File: config.mk
export PLATFORM = sky130hd
export DESIGN_NAME = mult_div_hilo
export DESIGN_NICKNAME = d
export VERILOG_FILES = /design/src/rtl/mult_div_hilo.sv
export SDC_FILE = /design/constraint.sdc
export NUM_CORES = 2
export LEC_CHECK = 0
export BUFFER_PORTS_ARGS = -buffer_cell sky130_fd_sc_hd__buf_2
export CELL_PAD_IN_SITES_DETAIL_PLACEMENT = 0
export CELL_PAD_IN_SITES_GLOBAL_PLACEMENT = 1
export CORE_ASPECT_RATIO = 0.7
export CORE_MARGIN = 8
export CORE_UTILIZATION = 38
export DETAILED_ROUTE_END_ITERATION = 16
export MAX_ROUTING_LAYER = met4
export PLACE_DENSITY = 0.66
export SLEW_MARGIN = 20
export SYNTH_ARGS = -nofsm -noshare
export SYNTH_HDL_FRONTEND = slang
export SYNTH_SLANG_ARGS = --single-unit
File: constraint.sdc
create_clock -name clk -period 7.83 [get_ports clk]
set_input_delay 1.566 -clock clk [delete_from_list [all_inputs] [get_ports clk]]
set_output_delay 1.566 -clock clk [all_outputs]
set_load 0.01 [all_outputs]
File: src/rtl/mult_div_hilo.sv
// mult_div_hilo: single-cycle multiply, 32-step restoring divide, HI/LO register pair
// Optional feature: define MDU_DIV0_TRAP_EN to short-circuit divide-by-zero and raise div0.
module mult_div_hilo #(
    parameter int W = 32
) (
    input  logic         clk,
    input  logic         reset,
    input  logic         start,
    input  logic [2:0]   op,
    input  logic [W-1:0] S,
    input  logic [W-1:0] T,
    output logic [W-1:0] HI,
    output logic [W-1:0] LO,
    output logic         busy,
    output logic         done,
    output logic         N,
    output logic         Z,
    output logic         div0
);
    localparam int CW = $clog2(W);
    typedef enum logic [1:0] {IDLE, ITER, FIX} state_t;
    state_t state_q, state_d;
    logic [W-1:0] hi_q, hi_d, lo_q, lo_d, rem_q, rem_d, quo_q, quo_d, dvs_q, dvs_d;
    logic [CW-1:0] cnt_q, cnt_d;
    logic n_q, n_d, z_q, z_d, done_q, done_d, qneg_q, qneg_d, rneg_q, rneg_d;
`ifdef MDU_DIV0_TRAP_EN
    logic div0_q, div0_d, dz_q, dz_d;
`endif
    logic sgn;
    logic [2*W-1:0] prod;
    logic [W-1:0] s_mag, t_mag, quo_f, rem_f;
    logic [W:0] full, diff;
    // op[0] clear selects the signed flavour of both MULT and DIV
    assign sgn   = ~op[0];
    assign prod  = {{W{sgn & S[W-1]}}, S} * {{W{sgn & T[W-1]}}, T};
    assign s_mag = (sgn & S[W-1]) ? -S : S;
    assign t_mag = (sgn & T[W-1]) ? -T : T;
    // rem can reach 2*dvs-1 after the shift, so the trial subtract needs one extra bit
    assign full  = {rem_q, quo_q[W-1]};
    assign diff  = full - {1'b0, dvs_q};
    assign quo_f = qneg_q ? -quo_q : quo_q;
    assign rem_f = rneg_q ? -rem_q : rem_q;
    // next-state: command decode in IDLE, one restoring step per ITER cycle, sign fix-up in FIX
    always_comb begin
        state_d = state_q;
        hi_d    = hi_q;
        lo_d    = lo_q;
        rem_d   = rem_q;
        quo_d   = quo_q;
        dvs_d   = dvs_q;
        cnt_d   = cnt_q;
        n_d     = n_q;
        z_d     = z_q;
        qneg_d  = qneg_q;
        rneg_d  = rneg_q;
        done_d  = 1'b0;
`ifdef MDU_DIV0_TRAP_EN
        div0_d  = div0_q;
        dz_d    = dz_q;
`endif
        case (state_q)
            IDLE: if (start) begin
`ifdef MDU_DIV0_TRAP_EN
                div0_d = 1'b0;
`endif
                case (op)
                    3'b000, 3'b001: begin
                        {hi_d, lo_d} = prod;
                        n_d    = prod[2*W-1];
                        z_d    = prod == '0;
                        done_d = 1'b1;
                    end
                    3'b010, 3'b011: begin
                        quo_d   = s_mag;
                        dvs_d   = t_mag;
                        rem_d   = '0;
                        cnt_d   = '0;
                        qneg_d  = sgn & (S[W-1] ^ T[W-1]);
                        rneg_d  = sgn & S[W-1];
`ifdef MDU_DIV0_TRAP_EN
                        dz_d    = T == '0;
                        state_d = (T == '0) ? FIX : ITER;
`else
                        state_d = ITER;
`endif
                    end
                    3'b100:  hi_d = S;
                    3'b101:  lo_d = S;
                    default: ;
                endcase
            end
            ITER: begin
                rem_d   = diff[W] ? full[W-1:0] : diff[W-1:0];
                quo_d   = {quo_q[W-2:0], ~diff[W]};
                cnt_d   = cnt_q + 1'b1;
                state_d = (cnt_q == CW'(W-1)) ? FIX : ITER;
            end
            FIX: begin
                state_d = IDLE;
                done_d  = 1'b1;
`ifdef MDU_DIV0_TRAP_EN
                if (dz_q) begin
                    div0_d = 1'b1;
                end else begin
                    lo_d = quo_f;
                    hi_d = rem_f;
                    n_d  = rem_f[W-1];
                    z_d  = {rem_f, quo_f} == '0;
                end
`else
                lo_d = quo_f;
                hi_d = rem_f;
                n_d  = rem_f[W-1];
                z_d  = {rem_f, quo_f} == '0;
`endif
            end
            default: state_d = IDLE;
        endcase
    end
    // state register; reset abandons any divide in flight
    always_ff @(posedge clk or posedge reset) begin
        if (reset) begin
            state_q <= IDLE;
            hi_q    <= '0;
            lo_q    <= '0;
            rem_q   <= '0;
            quo_q   <= '0;
            dvs_q   <= '0;
            cnt_q   <= '0;
            n_q     <= 1'b0;
            z_q     <= 1'b1;
            done_q  <= 1'b0;
            qneg_q  <= 1'b0;
            rneg_q  <= 1'b0;
`ifdef MDU_DIV0_TRAP_EN
            div0_q  <= 1'b0;
            dz_q    <= 1'b0;
`endif
        end else begin
            state_q <= state_d;
            hi_q    <= hi_d;
            lo_q    <= lo_d;
            rem_q   <= rem_d;
            quo_q   <= quo_d;
            dvs_q   <= dvs_d;
            cnt_q   <= cnt_d;
            n_q     <= n_d;
            z_q     <= z_d;
            done_q  <= done_d;
            qneg_q  <= qneg_d;
            rneg_q  <= rneg_d;
`ifdef MDU_DIV0_TRAP_EN
            div0_q  <= div0_d;
            dz_q    <= dz_d;
`endif
        end
    end
    assign HI   = hi_q;
    assign LO   = lo_q;
    assign N    = n_q;
    assign Z    = z_q;
    assign done = done_q;
    assign busy = state_q != IDLE;
`ifdef MDU_DIV0_TRAP_EN
    assign div0 = div0_q;
`else
    assign div0 = 1'b0;
`endif
endmodule

Word-level counts from Yosys, hierarchy flattened
Cells that the tools add are included.
Widths: inputs -> output; s select.
- output and inout port bits: 69
- word-level logic and storage cells: 86
- bits in registers: 172
- input port bits: 70
- multipliers: 1
- add/subtract/negate cells: 6
- bitwise gates (word level): 6
- reduce and logical (&&, ||, !) cells: 15
- multiplexer cells: 33
- eq/ne operators: 13
- operators with widths (cell ; count):
    $pmux 32 s2 ; 6
    $mux 32 ; 11
    $logic_not 64->1 ; 2
    $neg 32->32 ; 4
    $mul 33x33->64 ; 1
    $sub 33x32->33 ; 1
    $reduce_and 3->1 ; 5
    $mux 5 ; 2
    $pmux 5 s2 ; 1
    $eq 3x2->1 const B ; 2
    $eq 3x3->1 const B ; 2
    $mux 1 ; 6
    $mux 2 ; 3
    $ne 3x1->1 const B ; 2
    $pmux 1 s2 ; 3
    $reduce_bool 2->1 ; 3
    $add 5x1->5 const B ; 1
    $eq 5x5->1 const B ; 1
    $ne 2x1->1 const B ; 2
    $pmux 2 s2 ; 1
    $reduce_or 2->1 ; 2
    $and 1x1->1 ; 3
    $eq 3x1->1 const B ; 1
    $logic_not 3->1 ; 1
    other kinds (7) ; 8

Logic depth before layout (Yosys ltp)
- depth in word-level cells: 7
- depth in mapped cells: 35
- depth with buffers taken out: 30

Least setup slack after synthesis
OpenSTA, ideal clock, no wires.
- kind: input port to flip-flop
- start: in S[31]
- end: reg z_q (netlist: Z)
- stages on the path: 33
- data arrival time: 10197 ps
- data required time: 7768 ps
- slack: -2429 ps
- cells stage by stage: clkbuf_1 -> nor2b_1 -> clkbuf_1 -> clkbuf_1 -> clkbuf_1 -> nand2_1 -> inv_1 -> fa_1 -> inv_1 -> fa_1 -> inv_1 -> fa_1 -> fa_1 -> inv_1 -> fa_1 -> inv_1 -> fa_1 -> inv_1 -> fa_1 -> fa_1 -> inv_1 -> ha_1 -> a21o_1 -> a21o_1 -> a21o_1 -> a31o_2 -> a21o_1 -> a21o_1 -> or3_1 -> a2111oi_0 -> nand4_1 -> nor4_1 -> a221o_1
- word-level cells in the longest chain between the ends: 6
- RTL lines (item ; RTL line ; text):
    from (decl) ; 10 ; input logic [W-1:0] S,
    $and 1x1->1 ; 35 ; assign prod = {{W{sgn & S[W-1]}}, S} * {{W{sgn & T[W-1]}}, T};
    $mul 33x33->64 (*) ; 35 ;
    $logic_not 64->1 (*) ; 70 ; z_d = prod == '0;
    $mux 1 (*) ; 66 ; case (op)
    $mux 1 (*) ; 62 ; IDLE: if (start) begin
    $pmux 1 s2 (*) ; 61 ; case (state_q)
    to (signal assigned) ; 148 ; z_q <= z_d;
    to (decl) ; 25 ; logic n_q, n_d, z_q, z_d, done_q, done_d, qneg_q, qneg_d, rneg_q, rneg_d;
Every way passes the cells marked *; elsewhere a longest branch is shown, timed or not. The select of a mux whose other input is x is not followed.
A chain may end at the register's enable or synchronous reset.

Final worst setup path
Same ends and word-level chain as after synthesis.

==> impl_metrics.json <==
{
  "status": "finished with violations",
  "failed_checks": "setup timing",
  "ys_ff_latch": 172,
  "skew_ns": 0.0126,
  "start_kind": "input port",
  "die_area_um2": 146000,
  "track_usage_pct": 26.3,
  "crit_family": "adder cells",
  "top_layer": "met4",
  "maxSlewViolCount": 0,
  "critical_path_class": "input port to flop",
  "cts_made_buffers": 17,
  "cts_hold_buf": 0,
  "worstMarginPinSlew_ns": 1.10,
  "async_flop_share_pct": 100,
  "dieHeight_um": 322,
  "cts.clk_slew.worst_paths_ns": 0.07,
  "drive_gt1_share_pct": 22.1,
  "max_freq_mhz": 109,
  "rsz0062_at_grt": "true",
  "ant_nets": 0,
  "worst_setup_path_end_kind": "flop",
  "period_minus_slack_ns": 9.15,
  "hold_viol": 0,
  "synth.area.top_cells": "fa_1 44%, inv_1 8.7%, dfrtp_1 8.4%",
  "synthFlopType": "dfrtp_1",
  "setup_viol": 42,
  "met3_length_um": 16400,
  "routedWlPerCell_um": 22.6,
  "wl_met1_um": 91800,
  "synth_cell_type_count": 77,
  "die_x_um": 453,
  "slowest_stage": "fa_1",
  "portBuffers": 137,
  "synth_top_area_cell": "fa_1",
  "clockBufferDepth": 2,
  "min_period_over_period_pct": 117,
  "synth_area_um2": 50800,
  "rows": 112,
  "drv_cap": 0,
  "cpPeakStageDelay_ns": 0.54,
  "crit_buf_inv": 13,
  "yosysSeqAreaShare_pct": 8.48,
  "drc": 0,
  "arrival_ns": 9.55,
  "grt_max_degree": 98,
  "start_util_pct": 38.2,
  "wl_met2_um": 75200,
  "synth_nets": 7325,
  "netlist.area_leader.share_pct": 44.4,
  "critical_path_required_ns": 8.23,
  "routed_wl_um": 187000,
  "clk_latency_ns": 0.46,
  "drt-vias-per-instance": 5.13,
  "yosys_warnings": 0,
  "cts_tree": "done",
  "hold_path_class": "flop to flop",
  "drtPass1Iterations": 5,
  "cts-root-buf": "clkbuf_16",
  "gp_congestion": 0.964,
  "grt_pass1_wl_um": 284000,
  "crit_path_frequent_cell": "fa_1",
  "utilization_pct": 47.9,
  "dp_slack_ns": -2.24,
  "dpl.hpwl_um": 155000,
  "grt_overflow": 0,
  "drt-initial-drc-count": 3733,
  "ios": 139,
  "antenna_found_initial": 6,
  "fin_nets": 7909,
  "core_um2": 133000,
  "vias": 42300,
  "layout_setup_ws_ns": -1.32,
  "critPathMaxFanout": 7,
  "area_growth_pct": 25.3,
  "grt_pass1_vias": 44100,
  "avgSynthCellArea_um2": 8.64,
  "max_slew_margin_pct": 25.7,
  "synth_cells": 5877,
  "h-tree-depth": 4,
  "cts_sinks": 172,
  "synth_edf_count": 0
}
## cell type report
| cell class | instances | area [um2] |
|---|---|---|
| Antenna cell | 1 | 2.50 |
| Clock buffer | 18 | 429 |
| Clock inverter | 14 | 201 |
| Fill cell | 12700 | 69200 |
| Inverter | 1182 | 4460 |
| Multi-Input combinational cell | 4155 | 43300 |
| Sequential cell | 172 | 4310 |
| Tap cell | 1767 | 2210 |
| Timing Repair Buffer | 933 | 8720 |
## cell usage after synthesis (5+ instances only)
master / count
a21boi_0: 5
o21ai_0: 253
a221oi_1: 6
and2_1: 365
buf_1: 61
or2_2: 6
a211oi_1: 20
ha_1: 252
fa_1: 1126
nor3b_1: 6
a21o_1: 48
o21bai_1: 15
xnor2_1: 127
a22o_1: 5
o31ai_1: 35
nand3_1: 49
or4_1: 15
o21a_1: 18
dfrtp_1: 171
nor3_1: 41
o41ai_1: 12
and3_1: 13
nand2b_1: 29
a211o_1: 5
mux2i_1: 26
o22ai_1: 12
o211ai_1: 29
a22oi_1: 7
nand4_1: 20
nand3b_1: 7
nor2b_1: 14
nor2_1: 181
xor2_1: 90
a31oi_1: 12
or3_1: 28
clkbuf_1: 305
nor4_1: 19
a2111oi_0: 5
a21oi_1: 194
inv_1: 1182
nand2_1: 996
## kinds of logic after synthesis
logic type                 after synthesis  synth area share (%)
AOI/OAI and AO/OA                      716                  8.51
xor gates and xnor gates               217                  3.74
adders and majority gates             1378                  50.6
buffers and inverters                 1550                  11.5
DFF                                    172                  8.48
muxes                                   31                 0.624
other                                    1               0.00739
and+or+nand+nor                       1812                  16.5
## worst register-to-register path, delay by kind of cell (launching register included)
kind             cells  cell delay, ns
flip-flops           1            0.48
XOR/XNOR             1            0.32
AO/OA/AOI/OAI        2            0.39
AND/OR/NAND/NOR      9            3.79
## timing repair
| item | 4_1_cts | 5_1_grt |
|---|---|---|
| gates cloned | 8 | 6 |
| setup endpoints to repair | 51 | 51 |
| pin swaps | 235 | 194 |
| buffers inserted | 81 | 56 |
| resized for setup | 452 | 238 |
## through the flow
stage	hold slack [ns]	setup TNS (ns)	std cells	cell area [um2]
floorplan	0.450	-29.53	5877	52000
global placement	0.457	-70.55	8094	59000
detailed placement	0.460	-73.20	8094	59000
CTS	0.477	-27.87	8195	62200
global route	0.498	-39.34	8242	63600
finish	0.473	-30.15	8242	63600
## layer usage
metal	up-vias	global-route usage (%)
met3	139	5.13
met4	0	3.76
met1	21700	40.3
met5	-	-
li1	18900	-
met2	1520	36.5
## cells in the final DEF, fill, tap and decap left out, types with 16 or more instances in the layout
| master | netlist | layout |
|---|---|---|
| fa_1 | 1126 | 1080 |
| nor4_1 | 19 | 17 |
| o21ai_0 | 253 | 179 |
| o21ai_2 | 1 | 22 |
| inv_1 | 1182 | 1113 |
| inv_2 | 0 | 63 |
| nand2_4 | 0 | 22 |
| o211ai_1 | 29 | 29 |
| a21oi_2 | 0 | 40 |
| and2_1 | 365 | 341 |
| a21oi_1 | 194 | 135 |
| o21ai_1 | 3 | 40 |
| buf_12 | 0 | 93 |
| nand4_1 | 20 | 20 |
| fa_2 | 0 | 46 |
| mux2i_1 | 26 | 26 |
| nand2_1 | 996 | 961 |
| a21o_1 | 48 | 48 |
| nand2b_1 | 29 | 26 |
| buf_6 | 0 | 107 |
| buf_4 | 1 | 622 |
| dfrtp_1 | 171 | 171 |
| xor2_1 | 90 | 78 |
| o21ai_4 | 0 | 16 |
| nor3_1 | 41 | 35 |
| a21oi_4 | 0 | 19 |
| o31ai_1 | 35 | 28 |
| ha_1 | 252 | 207 |
| clkbuf_16 | 0 | 23 |
| ha_4 | 0 | 44 |
| xnor2_1 | 127 | 114 |
| buf_2 | 1 | 87 |
| or3_1 | 28 | 24 |
| nand3_1 | 49 | 41 |
| nor2_1 | 181 | 157 |
| and2_4 | 0 | 22 |
## state kept, by name, summed over array words and instances, names as in the netlist
signal   flops
HI          32
LO          32
N            1
Z            1
cnt_q        5
done         1
dvs_q       32
qneg_q       1
quo_q       32
rem_q       32
rneg_q       1
state_q      2
## path summary, 6_finish.rpt
| path | depth (start not counted) | slack (ns) | end | startpoint |
|---|---|---|---|---|
| min | 2 | 0.47 | LO[5]$_DFFE_PP0P_ | LO[5]$_DFFE_PP0P_ |
| min reg2reg | 2 | 0.47 | LO[5]$_DFFE_PP0P_ | LO[5]$_DFFE_PP0P_ |
| max | 36 | -1.32 | Z$_DFFE_PP1P_ | S[31] |
| max reg2reg | 12 | 2.79 | Z$_DFFE_PP1P_ | quo_q[2]$_DFFE_PP0P_ |
| min in group asynchronous | 2 | 1.20 | rem_q[28]$_DFFE_PP0P_ | reset |
| max in group asynchronous | 3 | 5.33 | LO[9]$_DFFE_PP0P_ | reset |
Power is not shown: default switching activity piles up to over one toggle a cycle in this logic, so the estimate is an artifact.
